[src/rtl/timer_pkg.sv]
// timer_pkg: shared widths and FSM state encoding for interval_timer_ctrl.
package timer_pkg;
    localparam int CNT_W      = 4;
    localparam int TICK_CNT_W = 8;
    typedef logic [1:0] state_t;
    localparam logic [1:0] IDLE = 2'd0;
    localparam logic [1:0] LOAD = 2'd1;
    localparam logic [1:0] RUN  = 2'd2;
    localparam logic [1:0] DONE = 2'd3;
endpackage

[src/rtl/up_counter_load.sv]
// up_counter_load: 4-bit up counter with synchronous load taking priority over increment.
module up_counter_load
    import timer_pkg::*;
(
    input  logic             clk,
    input  logic             rst,
    input  logic             load,
    input  logic [CNT_W-1:0] data_in,
    output logic [CNT_W-1:0] count
);
    always_ff @(posedge clk or posedge rst)
        if (rst) count <= '0;
        else if (load) count <= data_in;
        else count <= count + 1'b1;
endmodule

[src/rtl/interval_timer_ctrl.sv]
// interval_timer_ctrl: one-shot / periodic interval timer FSM driving a loadable counter.
// Define TIMER_TICK_CNT_EN to add the saturating tick_count output.
module interval_timer_ctrl
    import timer_pkg::*;
(
    input  logic             clk,
    input  logic             rst,
    input  logic             start,
    input  logic             stop,
    input  logic             periodic,
    input  logic [CNT_W-1:0] start_val,
    input  logic [CNT_W-1:0] end_val,
    output logic             ready,
    output logic             busy,
    output logic             tick,
    output logic             done,
    output logic [CNT_W-1:0] count
`ifdef TIMER_TICK_CNT_EN
    ,output logic [TICK_CNT_W-1:0] tick_count
`endif
);
    state_t           r_state;
    state_t           w_next;
    logic [CNT_W-1:0] r_start, r_end, w_data;
    logic             r_per, w_term, w_accept, w_reload, w_inc;
    assign w_term   = count == r_end;
    assign ready    = r_state == IDLE;
    assign busy     = r_state == LOAD || r_state == RUN;
    assign tick     = r_state == RUN && w_term;
    assign done     = r_state == DONE && !stop;
    assign w_accept = ready && start && !stop;
    assign w_reload = !stop && (r_state == LOAD || (tick && r_per));
    assign w_inc    = r_state == RUN && !stop && !w_term;
    // Holding is a self-load, so the counter only needs load/data_in.
    assign w_data   = w_reload ? r_start : count;
    always_comb
        w_next = r_state == IDLE ? (w_accept ? LOAD : IDLE) :
                 stop            ? IDLE :
                 r_state == LOAD ? RUN :
                 r_state == RUN  ? ((w_term && !r_per) ? DONE : RUN) : IDLE;
    always_ff @(posedge clk or posedge rst)
        if (rst) begin
            r_state <= IDLE;
            r_start <= '0;
            r_end   <= '0;
            r_per   <= 1'b0;
        end else begin
            r_state <= w_next;
            if (w_accept) begin
                r_start <= start_val;
                r_end   <= end_val;
                r_per   <= periodic;
            end
        end
    up_counter_load u_cnt (
        .clk     (clk),
        .rst     (rst),
        .load    (!w_inc),
        .data_in (w_data),
        .count   (count)
    );
`ifdef TIMER_TICK_CNT_EN
    logic [TICK_CNT_W-1:0] r_tick_cnt;
    always_ff @(posedge clk or posedge rst)
        if (rst) r_tick_cnt <= '0;
        else if (w_accept) r_tick_cnt <= '0;
        else if (tick && r_tick_cnt != '1) r_tick_cnt <= r_tick_cnt + 1'b1;
    assign tick_count = r_tick_cnt;
`endif
endmodule

[config.mk]
export PLATFORM = sky130hd
export DESIGN_NAME = interval_timer_ctrl
export DESIGN_NICKNAME = d
export VERILOG_FILES = /design/src/rtl/timer_pkg.sv /design/src/rtl/up_counter_load.sv /design/src/rtl/interval_timer_ctrl.sv
export SDC_FILE = /design/constraint.sdc
export NUM_CORES = 1
export LEC_CHECK = 0
export ABC_AREA = 1
export BUFFER_PORTS_ARGS = -buffer_cell sky130_fd_sc_hd__buf_4
export CORE_ASPECT_RATIO = 1.1
export CORE_MARGIN = 5
export CORE_UTILIZATION = 45
export DETAILED_ROUTE_END_ITERATION = 7
export HOLD_SLACK_MARGIN = 0.05
export PLACE_DENSITY = 0.75
export SLEW_MARGIN = 10
export SYNTH_ARGS = -nofsm -noshare
export SYNTH_HDL_FRONTEND = slang
export SYNTH_SLANG_ARGS = --single-unit
[constraint.sdc]
create_clock -name clk -period 3.26 [get_ports clk]
set_input_delay 0.326 -clock clk [delete_from_list [all_inputs] [get_ports clk]]
set_output_delay 0.326 -clock clk [all_outputs]
set_load 0.02 [all_outputs]
==> flow_summary.toml, run 1 <==
[die]
dieWidth_um = 52.3
rows = 16
io_pins = 21
die_area_mm2 = 0.00296
die_y_um = 56.5
coreArea_mm2 = 0.00182
initial_core_util_pct = 48.6

[synthesis]
synthAdderAreaFrac_pct = 7.06
synth_simple_gate_area_share_pct = 32.6
synth_top_family_by_area = "simple AND/OR/NAND/NOR gates"
synth_seq_cells = 15
ys_warn_count = 0
synth-compound-area-share_pct = 2.82
synth.cell_area_um2 = 886
synth_top_area_share_pct = 42.4
ys_seq_area_share_pct = 42.4
synth.distinct_cells = 18
ys_top_cells_by_area = "dfrtp_1, nand2_1, ha_1"
synthMuxAreaShare_pct = 6.36
avgSynthCellArea_um2 = 8.52
synthesis.nets = 122
yosysTopAreaCell = "dfrtp_1"
syn_inst = 104
synth-xor-area-share_pct = 1.98

[placed_design]
post-place-ws_ns = 1.78
gp_congestion = 0.770
numPortBuffers = 20
dp_hpwl_mm = 1.37

[detailed_routing]
ant_nets = 0
drc = 0
vias_per_cell = 4.64
routedWlPerCell_um = 11.1
drt-pass1-iter-count = 5
drt_iter0_drc = 7
vias = 714
routed_wl_mm = 1.70

[critical_path]
cp-start-kind = "register"
cpMostUsedCell = "nand2_1"
crit_type = "reg -> out"
cp_max_fo = 6
cpLargestDelayFamily = "simple AND/OR/NAND/NOR gates"
crit_buf_inv = 2
required_ns = 2.93
crit_chain = "inv_1, nand2_1, nand2_1, nor2_4, nand2_4, nor2_1, buf_4"
arrival_ns = 1.45
slowest_stage = "dfrtp_1"
cp-end-kind = "output pin"
critical-path-max-stage-delay_ns = 0.45

[sta]
finalClockSkew_ns = 0.00428
finalCritPeriodShare_pct = 54.6
finalSetupViolations = 0
worst_slack_ns = 1.48
hold_viol = 0
rsz0062_at_grt = "no"
slew_headroom_pct = 61.8
holdWs_ns = 0.0855
slew_viol_final = 0
setup_tns_ns = 0
post-route-min-period_ns = 1.78
worst_slew_pin_slew_ns = 0.572
fmax_mhz = 562

[power_and_ir_drop]
p_total_mw = 0.567
vdd_drop_max_v = 0.000346
power_density_mw_per_mm2 = 520
p_leak_nw = 0.587

[clock_tree]
cts_made_buffers = 3
cts_resized = 0
cts_buffer_depth = 2
cts.sinks = 15
postCtsSetupBuffers = 0
htree_levels = 1
clk_pin_slew_ns = 0.09
cts_hold_buf = 0
cts-root-buf = "clkbuf_4"
cts_tree = "yes"
insertion_delay_ns = 0.29

[global_route]
antenna_found_initial = 0
grt_pass1_vias = 705
grt-ovfl-total = 0
grt_pass1_wl_mm = 2.98
grt.total_usage_pct = 13.1
grt_max_degree = 16

[layout]
fin_util_pct = 59.8
drive_above_1_share_pct = 31.5
antenna_cells = 0
nets = 146
fillers = 162
areaGrowthSynthToFinish_pct = 23.0

[run]
cap_violations = 0

[min_path]
hold_class = "in -> async"

[status]
outcome = "finished clean"
==> layout make-up <==
type                       instances  area [um^2]  area share (%)
clock inverter                     1         5.00           0.459
tap                               27         33.8            3.10
multi-input combinational         74          450            41.3
sequential                        15          375            34.4
timing repair buffer              20          150            13.8
clock buffer                       3         22.5            2.07
inverter                          14         52.6            4.82
==> registers in the layout (all words and copies together) (netlist names) <==
register and cells:
r_state 2, r_per 1, u_cnt.count 4, r_start 4
r_end 4
==> placed cells by master, fill, tap and decap left out, types with 2 or more instances in the layout <==
master    instances
buf_4            20
mux2_2            5
nand3_1           5
dfrtp_1          15
nand2_2           2
nand2_1          31
nor2_1           11
inv_2             2
ha_1              5
nand2_4           3
inv_1            12
xor2_1            2
a21oi_1           4
clkbuf_4          3
nor2_4            2
==> kinds of logic (layout without fill, tap and decap cells) <==
logic type / after synthesis / count (layout)
AO/OA/AOI/OAI: 5 / 5
buffers and inverters: 15 / 38
adder cells (fa/ha/maj): 5 / 5
multiplexers: 5 / 5
XOR/XNOR: 2 / 2
AND/OR/NAND/NOR: 57 / 57
flip-flops: 15 / 15
==> power by group <==
| group | switching (mW) | total, mW | leakage [nW] | internal [mW] |
|---|---|---|---|---|
| Sequential | 0.0365 | 0.258 | 0.179 | 0.221 |
| Clock | 0.0623 | 0.108 | 0.0177 | 0.0456 |
| Combinational | 0.114 | 0.201 | 0.390 | 0.0871 |
| Total | 0.213 | 0.567 | 0.587 | 0.354 |
==> routing by layer <==
layer / vias to the layer above / track usage [%] / wire length [um]
li1: 367 / - / -
met5: - / 0 / 0
met2: 15 / 22.3 / 875
met3: 5 / 2.91 / 87
met1: 327 / 15.5 / 716
met4: 0 / 5.47 / 23
==> through the flow <==
step                area, um^2  cells
floorplan                  886    104
global placement          1060    150
detailed placement        1060    150
CTS                       1090    154
global route              1090    154
finish                    1090    154
==> worst paths after layout <==
check                                        endpoint  cells after the start  slack (ns)                       start
setup / recovery                                 tick                      7        1.48  u_cnt.count[0]$_DFFE_PP0P_
hold / removal                      r_per$_DFFE_PP0P_                      2        0.09                         rst
setup reg to reg           u_cnt.count[2]$_DFFE_PP0P_                      9        1.78        r_state[0]$_DFF_PP0_
hold reg to reg                r_start[1]$_DFFE_PP0P_                      1        0.51      r_start[1]$_DFFE_PP0P_
max in group asynchronous  u_cnt.count[2]$_DFFE_PP0P_                      2        2.80                         rst
min in group clk                 r_state[1]$_DFF_PP0_                      2        0.23                        stop
==> synth_stat cells <==
| cell | count |
|---|---|
| nor2_4 | 2 |
| nor3b_1 | 1 |
| a21oi_1 | 4 |
| nor2_1 | 11 |
| ha_1 | 5 |
| mux2_2 | 5 |
| dfrtp_1 | 15 |
| o21ai_0 | 1 |
| nand2_2 | 2 |
| inv_2 | 2 |
| nand3b_4 | 1 |
| nand2_1 | 31 |
| nand3_2 | 1 |
| nand2_4 | 3 |
| buf_4 | 1 |
| xor2_1 | 2 |
| inv_1 | 12 |
| nand3_1 | 5 |
Power figures use the tool's default switching activity.
==> run 2, diff against run 1 <==
--- a/config.mk
+++ b/config.mk
@@ -12,7 +12,7 @@
 export CORE_UTILIZATION = 45
 export DETAILED_ROUTE_END_ITERATION = 7
 export HOLD_SLACK_MARGIN = 0.05
-export PLACE_DENSITY = 0.75
+export PLACE_DENSITY = 0.77
 export SLEW_MARGIN = 10
 export SYNTH_ARGS = -nofsm -noshare
 export SYNTH_HDL_FRONTEND = slang
==> constraint.sdc (replaced) <==
create_clock -name clk -period 1.5 [get_ports clk]
set_input_delay 0.15 -clock clk [delete_from_list [all_inputs] [get_ports clk]]
set_output_delay 0.15 -clock clk [all_outputs]
set_load 0.02 [all_outputs]
==> flow_summary.toml, run 2 (same netlist as run 1, synthesis figures left out) <==
[detailed_routing]
vias_per_cell = 4.75
drt_iter0_drc = 16
routed_wl_mm = 1.95
drt-pass1-iter-count = 4
ant_nets = 0
drc = 0
routedWlPerCell_um = 11.8
vias = 783
wl_met2_mm = 1.08
dr_wl_met3_um = 85
top_layer = "met4"
wl_met1_um = 752

[run]
cap_violations = 0

[global_route]
grt_pass1_wl_mm = 3.43
grt_max_degree = 16
grt.total_usage_pct = 15.3
grt-ovfl-total = 0
antenna_found_initial = 0
grt_pass1_vias = 790

[sta]
worst_slack_ns = 0.0507
setup_tns_ns = 0
rsz0062_at_grt = "yes"
post-route-min-period_ns = 1.45
finalClockSkew_ns = 0.00576
slew_viol_final = 0
finalSetupViolations = 0
worst_slew_pin_slew_ns = 0.544
hold_viol = 0
fmax_mhz = 690
finalCritPeriodShare_pct = 96.6
slew_headroom_pct = 63.7

[status]
outcome = "finished clean"

[clock_tree]
insertion_delay_ns = 0.28
cts_tree = "yes"
cts_made_buffers = 3
clk_pin_slew_ns = 0.09
cts_buffer_depth = 2
cts.sinks = 15
htree_levels = 1
cts-root-buf = "clkbuf_4"

[layout]
final_cell_mix = "buf_4, nand2_1, dfrtp_1"
areaGrowthSynthToFinish_pct = 35.6
mostFrequentLayoutCell = "buf_4"
antenna_cells = 0
top_regs = "r_end: 4 flops, r_start: 4 flops, u_cnt.count: 4 flops"
fin_cells = 165
drive_above_1_share_pct = 42.8
nets = 157

[critical_path]
critical-path-max-stage-delay_ns = 0.40
arrival_ns = 1.30
crit_chain = "inv_2, nand2_2, nand2_2, nor2_4, nand2_4, nor2_4, buf_6"
required_ns = 1.35
cp-end-kind = "output pin"
slowest_stage = "dfrtp_1"
cpLargestDelayFamily = "simple AND/OR/NAND/NOR gates"
cp_max_fo = 4
crit_type = "reg -> out"
crit_buf_inv = 2
cp-start-kind = "register"

[die]
die_y_um = 56.5
initial_core_util_pct = 48.6
die_area_mm2 = 0.00296
io_pins = 21
dieWidth_um = 52.3
coreArea_mm2 = 0.00182
rows = 16

[min_path]
hold_class = "in -> reg"

[power_and_ir_drop]
vdd_drop_max_v = 0.000648
power_density_mw_per_mm2 = 1140
p_leak_nw = 0.634

[placed_design]
numPortBuffers = 20
gp_congestion = 0.799
post-place-ws_ns = 0.0915
dp.cells = 151
dp_hpwl_mm = 1.49
==> run 2: cell count changes in the layout (fill, tap and decap cells not counted), sizes merged <==
cell         before  now
buf              20   30
dlygate4sd3       0    1
clkbuf            3    4
clkinv            1    0
==> run 2: metrics by stage <==
stage,utilization (%),total power [mW],hold slack [ns],instance area [um^2]
after floorplan,-,0.867,0.0515,886
after global placement,58.7,0.994,0.236,1070
after detailed placement,58.7,1.02,0.243,1070
after CTS,63.0,1.30,0.0854,1150
after global routing,65.9,1.46,0.0836,1200
final,65.9,1.37,0.0947,1200
==> run 2: final cells by class <==
| type | instances | area (um^2) |
|---|---|---|
| flip-flops and latches | 15 | 377 |
| fillers | 162 | 621 |
| well taps | 27 | 33.8 |
| inverters | 14 | 52.6 |
| clock buffers | 4 | 26.3 |
| repair buffers | 31 | 239 |
| multi-input cells | 74 | 473 |
==> run 2: repair_timing <==
item / in CTS / in global routing
endpoints found under the setup margin: 1 / 9
gates resized for setup: 4 / 8
hold buffers: 1 / 0
cloned: 0 / 0
buffers inserted: 4 / 5
pin swaps: 2 / 2
hold endpoints to repair: 15 / 0
==> run 2: power breakdown <==
part	internal, mW	switching [mW]	total, mW
Clock	0.103	0.129	0.232
Sequential	0.483	0.0584	0.541
Combinational	0.279	0.313	0.592
==> run 2: layer usage <==
| layer | up-vias | GRT usage (%) |
|---|---|---|
| li1 | 387 | - |
| met1 | 375 | 17.8 |
| met2 | 17 | 25.2 |
| met3 | 4 | 4.23 |
| met4 | 0 | 7.30 |
| met5 | - | 0 |
==> run 2: path summary, 6_finish.rpt <==
check | end | cells past startpoint | start | slack (ns)
worst min register to register | r_start[2]$_DFFE_PP0P_ | 1 | r_start[2]$_DFFE_PP0P_ | 0.51
worst max register to register | u_cnt.count[0]$_DFFE_PP0P_ | 10 | r_state[0]$_DFF_PP0_ | 0.10
max in group asynchronous | u_cnt.count[2]$_DFFE_PP0P_ | 3 | rst | 0.65
min in group asynchronous | r_start[3]$_DFFE_PP0P_ | 3 | rst | 0.46
worst min-delay path | r_state[1]$_DFF_PP0_ | 2 | stop | 0.09
worst max-delay path | tick | 7 | u_cnt.count[0]$_DFFE_PP0P_ | 0.05
